===== src/rtl/adv7185_init_pkg.sv =====
// Shared definitions for the ADV7185 power-up sequencer.
// Contains the state encoding, the decoder sub-address names and the default init table.
package adv7185_init_pkg;

  typedef enum logic [3:0] {
    S_PWRUP     = 4'd0,
    S_WAIT_IDLE = 4'd1,
    S_DEV       = 4'd2,
    S_SUB       = 4'd3,
    S_DAT       = 4'd4,
    S_STOP      = 4'd5,
    S_GAP       = 4'd6,
    S_DONE      = 4'd7,
    S_ERR       = 4'd8
  } state_t;

  localparam logic [7:0] INPUT_CTRL      = 8'h00;
  localparam logic [7:0] VIDEO_SEL       = 8'h01;
  localparam logic [7:0] OUTPUT_CTRL     = 8'h03;
  localparam logic [7:0] EXT_OUTPUT_CTRL = 8'h04;
  localparam logic [7:0] AUTODETECT_EN   = 8'h07;
  localparam logic [7:0] CONTRAST        = 8'h08;
  localparam logic [7:0] BRIGHTNESS      = 8'h0A;
  localparam logic [7:0] HUE             = 8'h0B;
  localparam logic [7:0] DEFAULT_Y       = 8'h0C;
  localparam logic [7:0] DEFAULT_C       = 8'h0D;
  localparam logic [7:0] POWER_MGMT      = 8'h0F;
  localparam logic [7:0] ANALOG_CTRL     = 8'h13;
  localparam logic [7:0] DIGITAL_CLAMP   = 8'h15;
  localparam logic [7:0] SHAPING_FILTER  = 8'h17;
  localparam logic [7:0] ADC_CTRL        = 8'h3A;
  localparam logic [7:0] PIXEL_DELAY     = 8'h50;

  // Returns {subaddr, data}; the INPUT_CTRL low nibble is replaced by the source select.
  function automatic logic [15:0] init_entry(input logic [7:0] idx);
    logic [15:0] e;
    case (idx)
      8'd0:    e = {INPUT_CTRL,      8'h04};
      8'd1:    e = {VIDEO_SEL,       8'hC8};
      8'd2:    e = {OUTPUT_CTRL,     8'h0C};
      8'd3:    e = {EXT_OUTPUT_CTRL, 8'h77};
      8'd4:    e = {AUTODETECT_EN,   8'h7F};
      8'd5:    e = {CONTRAST,        8'h80};
      8'd6:    e = {BRIGHTNESS,      8'h00};
      8'd7:    e = {HUE,             8'h00};
      8'd8:    e = {DEFAULT_Y,       8'h36};
      8'd9:    e = {DEFAULT_C,       8'h7C};
      8'd10:   e = {POWER_MGMT,      8'h00};
      8'd11:   e = {ANALOG_CTRL,     8'h45};
      8'd12:   e = {DIGITAL_CLAMP,   8'h00};
      8'd13:   e = {SHAPING_FILTER,  8'h41};
      8'd14:   e = {ADC_CTRL,        8'h16};
      8'd15:   e = {PIXEL_DELAY,     8'h04};
      default: e = 16'h0000;
    endcase
    return e;
  endfunction

endpackage


===== src/rtl/adv7185_init_rom.sv =====
// Combinational init-table lookup: entry index -> {sub-address, data}.
module adv7185_init_rom
  import adv7185_init_pkg::*;
(
  input  logic [7:0] index,
  output logic [7:0] subaddr,
  output logic [7:0] data
);

  always_comb begin
    {subaddr, data} = init_entry(index);
  end

endmodule


===== src/rtl/adv7185_init_seq.sv =====
// Walks the ADV7185 init table, sending each entry as a DEV/SUB/DATA write through the I2C byte sender.
// Define ADV_INIT_TIMEOUT_EN to add a watchdog that aborts into an error state.
module adv7185_init_seq
  import adv7185_init_pkg::*;
#(
  parameter logic [7:0]  DEV_ADDR     = 8'h8A,
  parameter int          N_REGS       = 16,
  parameter logic [19:0] STARTUP_WAIT = 20'd50000,
  parameter logic [7:0]  GAP_CYCLES   = 8'd32,
  parameter logic [15:0] TIMEOUT      = 16'd4096
) (
  input  logic       clock4x,
  input  logic       reset,
  input  logic       start,
  input  logic [3:0] source_sel,
  input  logic       i2c_idle,
  input  logic       i2c_ack,
  output logic       i2c_load,
  output logic [7:0] i2c_data,
  output logic       busy,
  output logic       done,
  output logic       error,
  output logic [7:0] reg_index
);

  // Handshake: i2c_load is the valid, i2c_ack the one-cycle ready/accept; i2c_data is held
  // stable while i2c_load=1 and changes only the cycle after an accepted byte.
  localparam logic [7:0] LAST_IDX = 8'(N_REGS - 1);

  state_t      state_q, state_d;
  logic [19:0] cnt_q, cnt_d;
  logic [7:0]  idx_q, idx_d;
  logic [3:0]  src_q, src_d;
  logic        seen_q, seen_d;
  logic        load_q, load_d;
  logic [7:0]  data_q, data_d;
  logic        busy_q, busy_d;
  logic        done_q, done_d;
  logic [7:0]  rom_sub, rom_dat, pay_dat;
  logic        ack_v;

  adv7185_init_rom u_rom (
    .index   (idx_q),
    .subaddr (rom_sub),
    .data    (rom_dat)
  );

  assign pay_dat = (rom_sub == INPUT_CTRL) ? {rom_dat[7:4], src_q} : rom_dat;
  assign ack_v   = i2c_ack & load_q;

`ifdef ADV_INIT_TIMEOUT_EN
  logic [15:0] wd_q, wd_d;
  logic        err_q, err_d;
  logic        wd_active;

  assign wd_active = (state_q == S_DEV) || (state_q == S_SUB) || (state_q == S_DAT) ||
                     (state_q == S_STOP) || (state_q == S_WAIT_IDLE);
`else
  logic unused_timeout;
  assign unused_timeout = ^TIMEOUT;
`endif

  always_comb begin
    state_d = state_q;
    cnt_d   = cnt_q;
    idx_d   = idx_q;
    src_d   = src_q;
    seen_d  = seen_q;
    load_d  = load_q;
    data_d  = data_q;
    busy_d  = busy_q;
    done_d  = done_q;
`ifdef ADV_INIT_TIMEOUT_EN
    err_d   = err_q;
`endif
    case (state_q)
      S_PWRUP: begin
        if ((cnt_q + 20'd1) >= STARTUP_WAIT) begin
          cnt_d   = 20'd0;
          state_d = S_WAIT_IDLE;
        end else begin
          cnt_d = cnt_q + 20'd1;
        end
      end
      S_WAIT_IDLE: begin
        if (i2c_idle) begin
          load_d  = 1'b1;
          data_d  = DEV_ADDR;
          seen_d  = 1'b0;
          state_d = S_DEV;
        end
      end
      S_DEV: begin
        if (ack_v) begin
          data_d  = rom_sub;
          seen_d  = ~i2c_idle;
          state_d = S_SUB;
        end
      end
      S_SUB: begin
        seen_d = seen_q | ~i2c_idle;
        if (ack_v) begin
          data_d  = pay_dat;
          state_d = S_DAT;
        end
      end
      S_DAT: begin
        seen_d = seen_q | ~i2c_idle;
        if (ack_v) begin
          load_d  = 1'b0;
          state_d = S_STOP;
        end
      end
      S_STOP: begin
        // The sender's idle flag can still read 1 right after the last ack; only a 0->1 counts.
        seen_d = seen_q | ~i2c_idle;
        if (seen_q && i2c_idle) begin
          if (idx_q == LAST_IDX) begin
            busy_d  = 1'b0;
            done_d  = 1'b1;
            state_d = S_DONE;
          end else begin
            idx_d   = idx_q + 8'd1;
            cnt_d   = 20'd0;
            state_d = S_GAP;
          end
        end
      end
      S_GAP: begin
        if ((cnt_q + 20'd1) >= {12'd0, GAP_CYCLES}) begin
          cnt_d   = 20'd0;
          state_d = S_WAIT_IDLE;
        end else begin
          cnt_d = cnt_q + 20'd1;
        end
      end
      S_DONE: begin
        if (start) begin
          done_d  = 1'b0;
          busy_d  = 1'b1;
          idx_d   = 8'd0;
          src_d   = source_sel;
          state_d = S_WAIT_IDLE;
        end
      end
`ifdef ADV_INIT_TIMEOUT_EN
      S_ERR: begin
        if (start) begin
          err_d   = 1'b0;
          busy_d  = 1'b1;
          idx_d   = 8'd0;
          src_d   = source_sel;
          state_d = S_WAIT_IDLE;
        end
      end
`endif
      default: ;
    endcase
`ifdef ADV_INIT_TIMEOUT_EN
    // Progress in this cycle wins over an expiring watchdog.
    if (wd_active && (state_d == state_q) && (wd_q == TIMEOUT - 16'd1)) begin
      load_d  = 1'b0;
      err_d   = 1'b1;
      busy_d  = 1'b0;
      state_d = S_ERR;
    end
    if (state_d != state_q) begin
      wd_d = 16'd0;
    end else if (wd_active) begin
      wd_d = wd_q + 16'd1;
    end else begin
      wd_d = wd_q;
    end
`endif
  end

  always_ff @(posedge clock4x) begin
    if (reset) begin
      state_q <= S_PWRUP;
      cnt_q   <= 20'd0;
      idx_q   <= 8'd0;
      src_q   <= 4'd0;
      seen_q  <= 1'b0;
      load_q  <= 1'b0;
      data_q  <= 8'd0;
      busy_q  <= 1'b1;
      done_q  <= 1'b0;
    end else begin
      state_q <= state_d;
      cnt_q   <= cnt_d;
      idx_q   <= idx_d;
      src_q   <= src_d;
      seen_q  <= seen_d;
      load_q  <= load_d;
      data_q  <= data_d;
      busy_q  <= busy_d;
      done_q  <= done_d;
    end
  end

`ifdef ADV_INIT_TIMEOUT_EN
  always_ff @(posedge clock4x) begin
    if (reset) begin
      wd_q  <= 16'd0;
      err_q <= 1'b0;
    end else begin
      wd_q  <= wd_d;
      err_q <= err_d;
    end
  end

  assign error = err_q;
`else
  assign error = 1'b0;
`endif

  assign i2c_load  = load_q;
  assign i2c_data  = data_q;
  assign busy      = busy_q;
  assign done      = done_q;
  assign reg_index = idx_q;

endmodule


===== config.mk =====
export PLATFORM = sky130hd
export DESIGN_NAME = adv7185_init_seq
export DESIGN_NICKNAME = d
export VERILOG_FILES = /design/src/rtl/adv7185_init_pkg.sv /design/src/rtl/adv7185_init_rom.sv /design/src/rtl/adv7185_init_seq.sv
export SDC_FILE = /design/constraint.sdc
export NUM_CORES = 1
export LEC_CHECK = 0
export CORE_MARGIN = 1.5
export CORE_UTILIZATION = 55
export CTS_CLUSTER_SIZE = 24
export DETAILED_ROUTE_END_ITERATION = 7
export HOLD_SLACK_MARGIN = 0.06
export PLACE_DENSITY = 0.76
export SETUP_SLACK_MARGIN = 0.5
export SYNTH_ARGS = -nofsm -noshare
export SYNTH_HDL_FRONTEND = slang
export SYNTH_SLANG_ARGS = --single-unit

===== constraint.sdc =====
create_clock -name clock4x -period 3.8 [get_ports clock4x]
set_clock_uncertainty 0.05 [all_clocks]
set_input_delay 1.14 -clock clock4x [delete_from_list [all_inputs] [get_ports clock4x]]
set_output_delay 1.14 -clock clock4x [all_outputs]
set_load 0.01 [all_outputs]

==> summary.md, run 1 <==
| Metric | Value |
|---|---|
| Status | finished clean |
| Reg2reg end | cnt_q[6]$_SDFFE_PP0P_ |
| Fmax | 314 MHz |
| Gate Count Post-Synth | 406 |
| Post-synth ARST share | 0% |
| Share of cells above drive strength 1 | 11.9% |
| I/O pin count | 29 |
| Ys Warns | 0 |
| First-pass GRT wire length | 13200 um |
| Vias | 3050 |
| CP Max Fanout | 9 |
| Worst skew pair latency | 0.35 ns |
| Post-synth top area share | 36.3% |
| Sequential share of the synthesized area | 36.3% |
| Initial DRT Pass Iterations | 5 |
| Min Tclk post-route | 3.18 ns |
| Die height | 81.9 um |
| Critical Path AT | 3.37 ns |
| IO Port Bufs | 27 |
| N_diodes | 0 |
| WP data required | 3.99 ns |
| Starting Density | 57.5% |
| Placed Instances | 497 |
| Fin cells | 513 |
| CP Capture Type | flip-flop |
| Setup_tns | 0 ns |
| CTS Buffer Depth | 2 |
| Synth Net Count | 425 |
| WL final | 7930 um |
| Sw frac | 26.1% |
| Root Driver | clkbuf_8 |
| Top-count cell post-synth | dfxtp_1 |
| Vias per cell | 5.95 |
| Mapped cell area | 3420 um2 |
| CP startpoint kind | primary input |
| Syn Area/Cell | 8.43 um2 |
| Final hold viol count | 0 |
| Grt ovf | 0 |
| Reg2Reg Launch Point | cnt_q[0]$_SDFFE_PP0P_ |
| Period utilisation layout | 83.8% |
| H-tree depth | 3 |
| Post-CTS setup buffer count | 0 |
| Max-Cap Viols | 0 |
| Most frequent cells after synthesis | dfxtp_1, nor2_1, nand2_1 |
| FF-to-FF setup slack | 0.78 ns |
| Post-synthesis cell type count | 69 |
| FF-to-FF path depth | 8 |
| Hold Path Sink | busy$_SDFFE_PP1P_ |
| Top_reg_cell synth | dfxtp_1 |
| # rows | 28 |
| Comb power frac | 9.7% |
| Switching power | 0.395 mW |
| Initial drt markers | 221 |
| Setup crit start | i2c_idle |
| Worst hold path class | flip-flop to flip-flop |
| Clock group share of total power | 44.4% |
| CTS tree | done |
| Final slew viol count | 0 |
| Hold path start | busy$_SDFFE_PP1P_ |
| Initial antenna violation count | 0 |
| Hpwl dp | 5720 um |
| Worst slew pin tran | 0.705 ns |
| Post-synth EDFFs | 0 |
| CTS sink count | 62 |
| GR Util All Layers | 25.9% |
| Synth-to-layout area growth | 16.0% |
| Hold_buf cts | 0 |
| DIE WIDTH | 81.9 um |
| Setup violators final | 0 |
| Critical path class | primary input to flip-flop |
| Wirelength per Cell | 15.5 um |
| TritonCTS Buffers | 9 |
| Nets@finish | 452 |
| GP Congestion | 0.942 |
| Synth area leader | dfxtp_1 |
| Hold path depth | 1 |
| RSZ-0062 raised after global routing | false |
| Synth top area cells | dfxtp_1, nor2_1, ha_1 |
| Final antenna-violating net count | 0 |
| Vias in the first global route | 2619 |
| Slew headroom | 52.9% |
| Residual DRC | 0 |
| Lkg Pwr | 1.47 nW |
| Die ar. | 6710 um2 |
| Cell Pwr Density | 381 nW/um2 |
| Core Region | 5960 um2 |
| Synth Register Bits | 62 |
| Clock-pin slew on the worst setup and hold paths | 0.07 ns |
| P_int | 1.12 mW |
| Seq pwr share | 45.9% |
| VDD IR max | 0.215 mV |
| Largest net degree at the start of global routing | 25 |
==> worst max-delay path: stages <==
cell             delay [ns]
clkdlybuf4s50_1        0.48
nand3b_1               0.13
a21oi_2                0.20
buf_4                  0.14
o211ai_1               0.13
xor2_1                 0.20
or2_4                  0.29
and2_1                 0.20
or3_1                  0.35
o31a_1                 0.11
==> stage by stage <==
stage | util, % | setup WS, ns | cell area (um2) | power, mW | hold WS (ns)
after floorplan | - | 0.644 | 3420 | 0.808 | 0.409
after global placement | 62.5 | 0.226 | 3720 | 0.848 | 0.397
after detailed placement | 62.5 | 0.153 | 3720 | 0.852 | 0.388
after CTS | 66.4 | 0.510 | 3950 | 1.52 | 0.417
after global routing | 66.7 | 0.498 | 3970 | 1.57 | 0.425
final | 66.7 | 0.616 | 3970 | 1.51 | 0.410
==> layout by cell type (no fill, tap or decap), types with 3 or more instances in the layout <==
master and count:
a211o_1 4, a211oi_1 3, a21o_1 3, a21oi_1 20, a221oi_1 4, a22oi_1 3, a31oi_1 4, a32o_1 3
and2_1 7, and3_1 11, buf_4 13, clkbuf_8 10, clkdlybuf4s50_1 27, dfxtp_1 62, ha_1 10, inv_1 16
mux2i_1 12, nand2_1 30, nand2b_1 3, nand3_1 17, nand4_1 12, nor2_1 44, nor2b_1 4, nor3_1 15
nor4_1 3, o211ai_1 4, o21ai_0 15, o22ai_1 4, or3_1 3, xnor2_1 10, xor2_1 11
==> cells by family after synthesis <==
logic type	count (synthesis)	synth area share, %
compound gates	92	18.9
other cells	1	0.110
fa+ha+maj	10	3.65
xor+xnor	21	5.37
buf+inv	41	6.58
flops	62	36.3
simple gates	165	25.0
mux	14	4.17
==> area by class of cell <==
type	instances	area, um2
clock buffers	10	138
well taps	75	93.8
flip-flops and latches	62	1240
repair buffers	40	368
clock inverters	6	92.6
fillers	517	1990
inverters	17	66.3
multi-input cells	303	1970
==> worst max path at each step <==
stage	to
after floorplan	flip-flop
after global placement	flip-flop
after detailed placement	flip-flop
after CTS	flip-flop
after global routing	flip-flop
final	flip-flop
==> repair_timing <==
action,4_1_cts,5_1_grt
endpoints found under the setup margin,0,9
hold endpoints to repair,0,0
gates resized for setup,0,6
==> power groups by stage <==
stage / clock (mW) / combinational, mW / sequential (mW)
2_1_floorplan: 0 / 0.112 / 0.696
3_3_place_gp: 0 / 0.144 / 0.704
3_5_place_dp: 0 / 0.145 / 0.707
4_1_cts: 0.682 / 0.146 / 0.692
5_1_grt: 0.712 / 0.163 / 0.696
6_report: 0.672 / 0.147 / 0.694
==> metal layers <==
layer / vias to the layer above / routed length [um] / GRT usage (%) / part of all wire (%)
li1: 1510 / - / - / -
met1: 1413 / 3830 / 37.7 / 48
met2: 108 / 3460 / 37.4 / 44
met3: 19 / 471 / 4.33 / 5.9
met4: 0 / 174 / 11.0 / 2.2
met5: - / 0 / 0 / 0
(Power assumes the default switching activity.)
==> run 2, diff against run 1 <==
==> constraint.sdc (replaced) <==
create_clock -name clock4x -period 3.31 [get_ports clock4x]
set_clock_uncertainty 0.05 [all_clocks]
set_input_delay 0.993 -clock clock4x [delete_from_list [all_inputs] [get_ports clock4x]]
set_output_delay 0.993 -clock clock4x [all_outputs]
set_load 0.01 [all_outputs]
==> summary.md, run 2 (synthesis gave the netlist of run 1 again) <==
| Metric | Value |
|---|---|
| GP Congestion | 0.917 |
| Most common cell after layout, fill and taps aside | dfxtp_1 |
| CTS tree | done |
| Slew headroom | 53.9% |
| Grt ovf | 0 |
| Critical Path AT | 2.97 ns |
| Initial drt markers | 266 |
| IO Port Bufs | 27 |
| Largest net degree at the start of global routing | 20 |
| # rows | 28 |
| Clock group share of total power | 42.4% |
| Initial antenna violation count | 0 |
| Worst slack at placement | -0.0269 ns |
| Initial DRT Pass Iterations | 5 |
| Clock-pin slew on the worst setup and hold paths | 0.07 ns |
| Vias | 3155 |
| Die height | 81.9 um |
| Wirelength per Cell | 15.9 um |
| N_diodes | 0 |
| Die ar. | 6710 um2 |
| Fmax | 358 MHz |
| Final antenna-violating net count | 0 |
| Cell Pwr Density | 406 nW/um2 |
| Starting Density | 57.5% |
| Sw frac | 26.1% |
| TritonCTS Buffers | 9 |
| CTS sink count | 62 |
| CP Max Fanout | 10 |
| Hold slack final | 0.416 ns |
| Setup violators final | 0 |
| Overall power | 1.72 mW |
| Hold path start | busy$_SDFFE_PP1P_ |
| Reg2Reg Launch Point | cnt_q[7]$_SDFFE_PP0P_ |
| PnR worst setup slack | 0.517 ns |
| I/O pin count | 29 |
| Lkg Pwr | 1.58 nW |
| Vias per cell | 5.89 |
| GR Util All Layers | 27.1% |
| Share of cells above drive strength 1 | 20.6% |
| Switching power | 0.449 mW |
| Min Tclk post-route | 2.79 ns |
| Final hold viol count | 0 |
| Most frequent cells in the layout | dfxtp_1, nor2_1, buf_4, nand2_1, clkdlybuf4s50_1 |
| Vias in the first global route | 2865 |
| WP data required | 3.49 ns |
| Hpwl dp | 5740 um |
| Residual DRC | 0 |
| CTS Buffer Depth | 2 |
| First-pass GRT wire length | 13700 um |
| Post-layout util | 71.1% |
| WL final | 8500 um |
| Root Driver | clkbuf_8 |
| RSZ-0062 raised after global routing | true |
| Seq pwr share | 46.9% |
| Critical path class | flip-flop to flip-flop |
| Synth-to-layout area growth | 23.7% |
| Final slew viol count | 0 |
| H-tree depth | 3 |
| CP Capture Type | flip-flop |
| P_int | 1.27 mW |
| Worst hold path class | flip-flop to flip-flop |
| Max-Cap Viols | 0 |
| Comb power frac | 10.7% |
| Status | finished clean |
| Period utilisation layout | 84.4% |
| Worst skew pair latency | 0.35 ns |
| Setup crit start | cnt_q[7]$_SDFFE_PP0P_ |
| Setup_tns | 0 ns |
| DIE WIDTH | 81.9 um |
| Core Region | 5960 um2 |
| CP startpoint kind | flip-flop |
| VDD IR max | 0.303 mV |
| Worst slew pin tran | 0.689 ns |
| Nets@finish | 475 |
## run 2: cell count changes in the layout (fill, tap and decap cells not counted), moves of 3 or more
cell     change
buf_4       +22
dfxtp_1      -5
dfxtp_2      +5
ha_1         -3
inv_2        +3
## run 2: power by group through the flow
stage	Combinational, mW	Sequential (mW)	Clock, mW
2_1_floorplan	0.129	0.799	0
3_3_place_gp	0.166	0.810	0
3_5_place_dp	0.169	0.811	0
4_1_cts	0.174	0.797	0.736
5_1_grt	0.202	0.809	0.767
6_report	0.184	0.806	0.729
## run 2: worst max-delay path, cell delays in order (launching register included)
cell	delay, ns
dfxtp_1	0.53
nand4_1	0.27
or2_2	0.39
or3_1	0.34
mux2i_1	0.21
a21oi_2	0.12
or4b_1	0.48
a21oi_1	0.21
nor3_1	0.07
## run 2: metal layers
layer / routed length, um / vias up / track usage (%)
li1: - / 1561 / -
met1: 3910 / 1463 / 36.8
met2: 3900 / 109 / 41.0
met3: 472 / 22 / 4.22
met4: 212 / 0 / 14.2
met5: 0 / - / 0
## run 2: final timing paths
| path | end | slack, ns | depth (start not counted) |
|---|---|---|---|
| hold / removal | busy$_SDFFE_PP1P_ | 0.42 | 1 |
| hold reg to reg | busy$_SDFFE_PP1P_ | 0.42 | 1 |
| setup reg to reg | state_q[0]$_SDFFE_PP0P_ | 0.52 | 8 |
| setup / recovery | state_q[0]$_SDFFE_PP0P_ | 0.52 | 8 |
## run 2: layout make-up
type                            count  area [um2]
Tap cell                           75        93.8
Timing Repair Buffer               63         551
Sequential cell                    62        1250
Multi-Input combinational cell    303        2060
Clock inverter                      6        86.3
Inverter                           17        63.8
Fill cell                         480        1720
Clock buffer                       10         128
## run 2: through the flow
step	cell area, um2	cells
floorplan	3440	406
global placement	3820	508
detailed placement	3820	508
CTS	4150	534
global route	4230	536
finish	4230	536
## run 2: what timing repair did
action / 4_1_cts / 5_1_grt
buffers inserted: 10 / 2
pin swaps: 6 / 3
gates cloned: 0 / 0
endpoints found under the setup margin: 24 / 20
hold buffers: 0 / 0
gates resized for setup: 13 / 17
